### config.mk
export PLATFORM = sky130hd
export DESIGN_NAME = dmem_arbiter_flat
export DESIGN_NICKNAME = d
export VERILOG_FILES = /design/src/rtl/dmem_arbiter_if.sv /design/src/rtl/dmem_arbiter.sv /design/src/flat_wrapper.sv
export SDC_FILE = /design/constraint.sdc
export NUM_CORES = 1
export LEC_CHECK = 0
export ABC_CLOCK_PERIOD_IN_PS = 3800
export BUFFER_PORTS_ARGS = -buffer_cell sky130_fd_sc_hd__buf_2
export CAP_MARGIN = 10
export CELL_PAD_IN_SITES_DETAIL_PLACEMENT = 1
export CELL_PAD_IN_SITES_GLOBAL_PLACEMENT = 2
export CORE_MARGIN = 2
export CORE_UTILIZATION = 13
export DETAILED_ROUTE_END_ITERATION = 8
export GPL_ROUTABILITY_DRIVEN = 0
export PLACE_DENSITY = 0.95
export SLEW_MARGIN = 0
export SYNTH_ARGS = -nofsm -noshare
export SYNTH_HDL_FRONTEND = slang
export SYNTH_SLANG_ARGS = --single-unit
### constraint.sdc
create_clock -name clk -period 3.8 [get_ports clk]
set_input_delay 0.38 -clock clk [delete_from_list [all_inputs] [get_ports clk]]
set_output_delay 0.38 -clock clk [all_outputs]
set_load 0.01 [all_outputs]
### src/rtl/dmem_arbiter_if.sv
// Data-memory arbiter bus bundle.
// Requester ports plus the data_mem side.
`timescale 1ns/1ps
interface dmem_arbiter_if #(
  parameter int ADDR_W = 5,
  parameter int DATA_W = 32
);
  logic              p0_req;
  logic              p0_we;
  logic [ADDR_W-1:0] p0_addr;
  logic [DATA_W-1:0] p0_wdata;
  logic              p0_gnt;
  logic              p0_rvalid;
  logic [DATA_W-1:0] p0_rdata;

  logic              p1_req;
  logic              p1_we;
  logic [ADDR_W-1:0] p1_addr;
  logic [DATA_W-1:0] p1_wdata;
  logic              p1_gnt;
  logic              p1_rvalid;
  logic [DATA_W-1:0] p1_rdata;

  logic              mem_r_enable;
  logic              mem_w_enable;
  logic [ADDR_W-1:0] mem_address;
  logic [DATA_W-1:0] mem_wr_data;
  logic [DATA_W-1:0] mem_re_data;

  modport slave (
    input  p0_req, p0_we, p0_addr, p0_wdata,
    output p0_gnt, p0_rvalid, p0_rdata,
    input  p1_req, p1_we, p1_addr, p1_wdata,
    output p1_gnt, p1_rvalid, p1_rdata,
    output mem_r_enable, mem_w_enable,
    output mem_address, mem_wr_data,
    input  mem_re_data
  );

  modport master (
    output p0_req, p0_we, p0_addr, p0_wdata,
    input  p0_gnt, p0_rvalid, p0_rdata,
    output p1_req, p1_we, p1_addr, p1_wdata,
    input  p1_gnt, p1_rvalid, p1_rdata,
    input  mem_r_enable, mem_w_enable,
    input  mem_address, mem_wr_data,
    output mem_re_data
  );
endinterface

### src/rtl/dmem_arbiter.sv
// Two-port data-memory arbiter: MEM stage first,
// loader second, with a starvation guard for the loader.
`timescale 1ns/1ps
module dmem_arbiter #(
  parameter int ADDR_W   = 5,
  parameter int DATA_W   = 32,
  parameter int MAX_WAIT = 4
) (
  input  logic            clk,
  input  logic            rst_n,
  dmem_arbiter_if.slave   bus
);

  localparam logic [0:0] ST_NORMAL  = 1'b0;
  localparam logic [0:0] ST_P1_PRIO = 1'b1;
  localparam logic [3:0] MAX_CNT    = 4'(MAX_WAIT);
  localparam logic [3:0] CNT_SAT    = 4'hF;

  logic [0:0]        r_state;
  logic [0:0]        w_state_nxt;
  logic [3:0]        r_wait_cnt;
  logic [3:0]        w_wait_nxt;
  logic              r_rd_pend;
  logic              r_rd_owner;

  logic              w_p1_first;
  logic              w_gnt0;
  logic              w_gnt1;
  logic              w_deny1;
  logic              w_we;
  logic              w_re_en;
  logic              w_we_en;
  logic [ADDR_W-1:0] w_addr;
  logic [DATA_W-1:0] w_wdata;

  // Priority grant; reset masks every grant.
  always_comb begin
    w_p1_first = (r_state == ST_P1_PRIO);
    w_gnt0 = rst_n & bus.p0_req
           & ~(w_p1_first & bus.p1_req);
    w_gnt1 = rst_n & bus.p1_req
           & ~(~w_p1_first & bus.p0_req);
  end

  // Route the granted port onto the memory bus.
  always_comb begin
    w_we    = bus.p0_we;
    w_addr  = bus.p0_addr;
    w_wdata = bus.p0_wdata;
    unique case (1'b1)
      w_gnt1: begin
        w_we    = bus.p1_we;
        w_addr  = bus.p1_addr;
        w_wdata = bus.p1_wdata;
      end
      default: begin
        w_we    = bus.p0_we;
        w_addr  = bus.p0_addr;
        w_wdata = bus.p0_wdata;
      end
    endcase
    w_re_en = (w_gnt0 | w_gnt1) & ~w_we;
    w_we_en = (w_gnt0 | w_gnt1) & w_we;
  end

  // Loader denial counter, saturating at 15.
  always_comb begin
    w_deny1 = bus.p1_req & ~w_gnt1;
    w_wait_nxt = r_wait_cnt;
    if (!w_deny1)
      w_wait_nxt = '0;
    else if (r_wait_cnt != CNT_SAT)
      w_wait_nxt = r_wait_cnt + 4'd1;
  end

  // Starvation FSM next state.
  always_comb begin
    w_state_nxt = r_state;
    unique case (r_state)
      ST_NORMAL: begin
        if (w_deny1 && (w_wait_nxt >= MAX_CNT))
          w_state_nxt = ST_P1_PRIO;
      end
      ST_P1_PRIO: begin
        if (w_gnt1 || !bus.p1_req)
          w_state_nxt = ST_NORMAL;
      end
      default: w_state_nxt = ST_NORMAL;
    endcase
  end

  // Arbitration state registers.
  always_ff @(posedge clk or negedge rst_n) begin
    if (!rst_n) begin
      r_state    <= ST_NORMAL;
      r_wait_cnt <= '0;
    end else begin
      r_state    <= w_state_nxt;
      r_wait_cnt <= w_wait_nxt;
    end
  end

  // Remember who owns the read in flight.
  always_ff @(posedge clk or negedge rst_n) begin
    if (!rst_n) begin
      r_rd_pend  <= 1'b0;
      r_rd_owner <= 1'b0;
    end else begin
      r_rd_pend  <= w_re_en;
      r_rd_owner <= w_gnt1;
    end
  end

  assign bus.p0_gnt       = w_gnt0;
  assign bus.p1_gnt       = w_gnt1;
  assign bus.mem_r_enable = w_re_en;
  assign bus.mem_w_enable = w_we_en;
  assign bus.mem_address  = w_addr;
  assign bus.mem_wr_data  = w_wdata;
  assign bus.p0_rvalid    = r_rd_pend & ~r_rd_owner;
  assign bus.p1_rvalid    = r_rd_pend & r_rd_owner;
  assign bus.p0_rdata     = bus.mem_re_data;
  assign bus.p1_rdata     = bus.mem_re_data;

endmodule
### src/flat_wrapper.sv
// flat-port wrapper written by rule: the top's interface ports become plain ports
module dmem_arbiter_flat 
#(
  parameter int ADDR_W   = 5,
  parameter int DATA_W   = 32,
  parameter int MAX_WAIT = 4
)
  (clk, rst_n, bus_p0_req, bus_p0_we, bus_p0_addr, bus_p0_wdata, bus_p0_gnt, bus_p0_rvalid, bus_p0_rdata, bus_p1_req, bus_p1_we, bus_p1_addr, bus_p1_wdata, bus_p1_gnt, bus_p1_rvalid, bus_p1_rdata, bus_mem_r_enable, bus_mem_w_enable, bus_mem_address, bus_mem_wr_data, bus_mem_re_data);
  dmem_arbiter_if #(.ADDR_W(ADDR_W), .DATA_W(DATA_W)) bus_i ();
  input  logic clk;
  input  logic rst_n;
  input wire logic [$bits(bus_i.p0_req)-1:0] bus_p0_req;
  input wire logic [$bits(bus_i.p0_we)-1:0] bus_p0_we;
  input wire logic [$bits(bus_i.p0_addr)-1:0] bus_p0_addr;
  input wire logic [$bits(bus_i.p0_wdata)-1:0] bus_p0_wdata;
  output wire logic [$bits(bus_i.p0_gnt)-1:0] bus_p0_gnt;
  output wire logic [$bits(bus_i.p0_rvalid)-1:0] bus_p0_rvalid;
  output wire logic [$bits(bus_i.p0_rdata)-1:0] bus_p0_rdata;
  input wire logic [$bits(bus_i.p1_req)-1:0] bus_p1_req;
  input wire logic [$bits(bus_i.p1_we)-1:0] bus_p1_we;
  input wire logic [$bits(bus_i.p1_addr)-1:0] bus_p1_addr;
  input wire logic [$bits(bus_i.p1_wdata)-1:0] bus_p1_wdata;
  output wire logic [$bits(bus_i.p1_gnt)-1:0] bus_p1_gnt;
  output wire logic [$bits(bus_i.p1_rvalid)-1:0] bus_p1_rvalid;
  output wire logic [$bits(bus_i.p1_rdata)-1:0] bus_p1_rdata;
  output wire logic [$bits(bus_i.mem_r_enable)-1:0] bus_mem_r_enable;
  output wire logic [$bits(bus_i.mem_w_enable)-1:0] bus_mem_w_enable;
  output wire logic [$bits(bus_i.mem_address)-1:0] bus_mem_address;
  output wire logic [$bits(bus_i.mem_wr_data)-1:0] bus_mem_wr_data;
  input wire logic [$bits(bus_i.mem_re_data)-1:0] bus_mem_re_data;
  assign bus_i.p0_req = bus_p0_req;
  assign bus_i.p0_we = bus_p0_we;
  assign bus_i.p0_addr = bus_p0_addr;
  assign bus_i.p0_wdata = bus_p0_wdata;
  assign bus_p0_gnt = bus_i.p0_gnt;
  assign bus_p0_rvalid = bus_i.p0_rvalid;
  assign bus_p0_rdata = bus_i.p0_rdata;
  assign bus_i.p1_req = bus_p1_req;
  assign bus_i.p1_we = bus_p1_we;
  assign bus_i.p1_addr = bus_p1_addr;
  assign bus_i.p1_wdata = bus_p1_wdata;
  assign bus_p1_gnt = bus_i.p1_gnt;
  assign bus_p1_rvalid = bus_i.p1_rvalid;
  assign bus_p1_rdata = bus_i.p1_rdata;
  assign bus_mem_r_enable = bus_i.mem_r_enable;
  assign bus_mem_w_enable = bus_i.mem_w_enable;
  assign bus_mem_address = bus_i.mem_address;
  assign bus_mem_wr_data = bus_i.mem_wr_data;
  assign bus_i.mem_re_data = bus_mem_re_data;
  dmem_arbiter #(.ADDR_W(ADDR_W), .DATA_W(DATA_W), .MAX_WAIT(MAX_WAIT)) u_core (.clk(clk), .rst_n(rst_n), .bus(bus_i));
endmodule
Yosys cells after proc, flatten, opt, wreduce, memory -nomap -nowiden
Index checks and enable logic that the tools add are counted.
Operators by class
  muxes and demuxes: 8
  add/sub/neg operators: 1
  eq/ne operators: 1
  reduce and logical (&&, ||, !) cells: 3
  magnitude comparators: 1
  div/mod/pow operators: 0
  shift operators: 0
  bitwise logic cells: 18
  multiply operators: 0
Operators with widths (count)
  $mux W32: 1
  $and A1 B1 Y1: 11
  $mux W4: 2
  $not A1 Y1: 6
  $mux W5: 1
  $add A4 B1 Y4 const B: 1
  $ge A4 B3 Y1 const B: 1
  $ne A4 B4 Y1 const B: 1
  $mux W1: 3
  $pmux W1 S2: 1
  $logic_and A1 B1 Y1: 1
  $logic_not A1 Y1: 1
  $logic_or A1 B1 Y1: 1
  $or A1 B1 Y1: 1
Word-level totals
  output and inout port bits: 107
  flip-flop bits (word level): 7
  input bits: 112
  memory bits (writable): 0
  bits in read-only memories: 0
  bits in latches: 0
  memories kept: 0
  logic and storage cells: 36

Logic depth before layout (Yosys ltp)
  depth after elaboration: 11
  gate-level depth with buffers: 5
  depth with buffers taken out: 4

Least setup slack after synthesis
OpenSTA, ideal clock, no wires.
  path kind: register -> output
  start point: register u_core.r_state
  end point: output bus_mem_wr_data[15]
  cell stages (with the launch flop): 6
  data arrival time: 1.264 ns
  buffers on the path: 2
  required time: 3.420 ns
  setup slack: 2.156 ns
  cells stage by stage: dfrtp_1 -> nand2b_2 -> nand3_2 -> buf_6 -> buf_6 -> mux2_4
Between the ends
  word-level cells in the longest chain between the ends: 5
RTL lines
  start: declaration: RTL line dmem_arbiter.sv:19  | logic [0:0] r_state;
  start signal: assignment: RTL line dmem_arbiter.sv:98  | r_state <= w_state_nxt;
  $not A1 Y1: RTL line dmem_arbiter.sv:42  | & ~(~w_p1_first & bus.p0_req);
  $and A1 B1 Y1: RTL line dmem_arbiter.sv:42
  $not A1 Y1: RTL line dmem_arbiter.sv:42
  $and A1 B1 Y1: RTL line dmem_arbiter.sv:42
  $mux W32: RTL line dmem_arbiter.sv:50  | unique case (1'b1)
  end: declaration: RTL line flat_wrapper.sv:29  | output wire logic [$bits(bus_i.mem_wr_data)-1:0] bus_mem_wr_data;
Every way passes these cells.

Final worst setup path
  start point: register u_core.r_state
  end point: output bus_mem_wr_data[3]
The elaborated chain is that of the path after synthesis.

==> impl_results.md <==
- Critical path class: reg -> out
- Clk sinks: 7
- Post-DP HPWL: 3906 um
- # rows: 37
- Initial antenna violation count: 1
- Initial Utilization: 13.36%
- Min-Delay Path Class: in -> async
- Yosys top cell area share: 34.85%
- GRT Resource Usage Total: 6.753%
- Clock Latency Late Sink: 0.22 ns
- Pwr Density: 204.1 mW/mm^2
- Rel. slew slack: 46.57%
- CP arrival: 2.34 ns
- CTS buffer count: 3
- Nets: 316
- Postcts setup bufs: 0
- Top cells by count, synth: buf_4 (64), mux2_4 (19), mux2_2 (18)
- Unrepaired setup endpoints after global routing: false
- Period utilization: 71.62%
- Root buffer selected by CTS: clkbuf_8
- Detail-routed via count per cell: 3.426
- Initial DRC count: 32
- Max incr delay on CP: 0.63 ns
- Clock buffer depth: 2
- Post-synthesis cell area: 0.001379 mm^2
- Seq cells post-synth: 7
- Design Area, Final: 0.001693 mm^2
- P_leak: 0.9475 nW
- Port bufs: 122
- Number of flops mapped to enable cells by yosys: 0
- Worst-path clk slew: 0.04 ns
- Antenna-violating nets left: 0
- Ratio of cells with drive above 1 in the final layout: 82.18%
- Fin crit period: 2.722 ns
- Max Slew Vio Count: 0
- Die H: 107.0 um
- CTS tree: done
- Top cells by area, synth: buf_4 (35%), mux2_4 (21%), mux2_2 (15%), dfrtp_1 (13%), buf_6 (2.5%)
- Io pins: 219
- # H-tree levels: 1
- Hold Vio Cnt, Final: 0
- Synth async-reset ratio: 100.0%
- Vias: 1,158
- Crit-path max FO: 25
- VDD IR-drop max: 0.05925 mV
- Wire length per cell: 12.84 um
- Largest net degree at the start of global routing: 26
- Vias in the first global route: 1,254
- Die width: 107.0 um
- DRT Wirelength: 4340 um
- Avg Inst Size Synth: 9.642 um^2
- Placed cell area: 0.001648 mm^2
- Max Clk Rate: 367.4 MHz
- CP startpoint kind: register
- Crit path cell chain: nand2b_2 > nand3_2 > buf_4 > mux2_2 > buf_2
- Outcome: finished, final reports clean
- Ys Warns: 0
- Post-cts resize count: 0
- Die area: 0.01145 mm^2
- Seq/Total Area, Yosys: 12.70%
- Most common cell in the netlist: buf_4
- Dominant cell type by area after synthesis: buf_4
- Net Count, Synth: 256
- Core Area: 0.01032 mm^2
- Setup TNS: 0 ns
- CP required: 3.42 ns
- Worst setup EP type: output port
- Syn Inst Count: 143
- Clock skew after layout: 0.0006064 ns
- CP max-delay cell: nand3_2
- Synth-to-layout area growth: 22.78%
- Hold_buf cts: 0
- Grt total ovfl: 0
- Residual DRC: 0
- Diode count: 0
- Final Setup Violations: 0
- Pre-antenna DRT Iters: 2
- Worst-Margin Slew: 0.8006 ns
- Ys flop type: dfrtp_1
- Cell variety after synth: 26
- Max_cap viols: 0
- First-pass GRT wire length: 6072 um
==> flip-flops by register name, summed over array words and instances (netlist names) <==
register and flops:
u_core.r_rd_owner 1, u_core.r_rd_pend 1, u_core.r_state 1, u_core.r_wait_cnt 4
==> cells in the final DEF (no fill, tap or decap), types with 2 or more instances in the layout <==
cell,count
clkbuf_8,3
dfrtp_1,7
buf_2,122
inv_1,2
nor2_1,6
mux2_4,19
a21oi_1,3
mux2_2,18
nor2b_1,2
and2_1,3
==> final cells by class <==
| class | instances | area [um^2] |
|---|---|---|
| timing repair buffer | 123 | 618.1 |
| sequential | 7 | 175.2 |
| clock buffer | 4 | 45.04 |
| tap | 136 | 170.2 |
| inverter | 2 | 7.507 |
| multi-input combinational | 66 | 676.9 |
| fill | 1254 | 8631 |
==> worst max-delay path: cells and delay by family (launching register included) <==
kind	cells	cell delay, ns
simple gates	2	0.79
flops	1	0.35
buf+inv	2	0.63
mux	1	0.33
==> final timing paths <==
check                                     startpoint              endpoint  slack [ns]  cells past startpoint
worst max register to register        u_core.r_state     u_core.r_rd_owner        2.32                      3
min in group clk                           bus_p0_we      u_core.r_rd_pend        0.48                      3
worst max-delay path                  u_core.r_state    bus_mem_wr_data[3]        1.08                      5
worst min-delay path                           rst_n        u_core.r_state        0.01                      1
worst min register to register  u_core.r_wait_cnt[2]  u_core.r_wait_cnt[3]        0.56                      1
max in group asynchronous                      rst_n      u_core.r_rd_pend        3.60                      1
==> per-layer routing <==
layer / track usage (%) / up-vias / share of wire (%)
li1: - / 532 / -
met4: 3.154 / 0 / 1.9
met5: 0 / - / 0
met2: 11.56 / 94 / 47
met3: 3.222 / 14 / 16
met1: 6.956 / 518 / 35
==> where the power goes <==
part	switching, mW	internal (mW)
clock network	0.0290	0.0723
logic	0.0703	0.0930
registers	0.00250	0.0785
==> logic make-up after synthesis <==
group | share of synthesized area, %
muxes | 36.12
adders and majority gates | 0.9073
AOI/OAI and AO/OA | 4.175
and+or+nand+nor | 7.259
xor gates and xnor gates | 0.6353
DFF | 12.70
buffers and inverters | 38.20
==> metrics by stage <==
step	hold slack [ns]	power (mW)	setup slack [ns]	util, %	instances
after floorplan	0.08441	0.2331	2.156	-	143
after global placement	0.2433	0.2429	1.159	15.96	334
after detailed placement	0.2516	0.2479	1.111	15.96	334
after CTS	0.01546	0.3524	1.039	16.40	338
after global routing	0.01383	0.3689	0.9254	16.40	338
final	0.01374	0.3456	1.078	16.40	338
No activity file was read; power rests on OpenSTA's default activity.
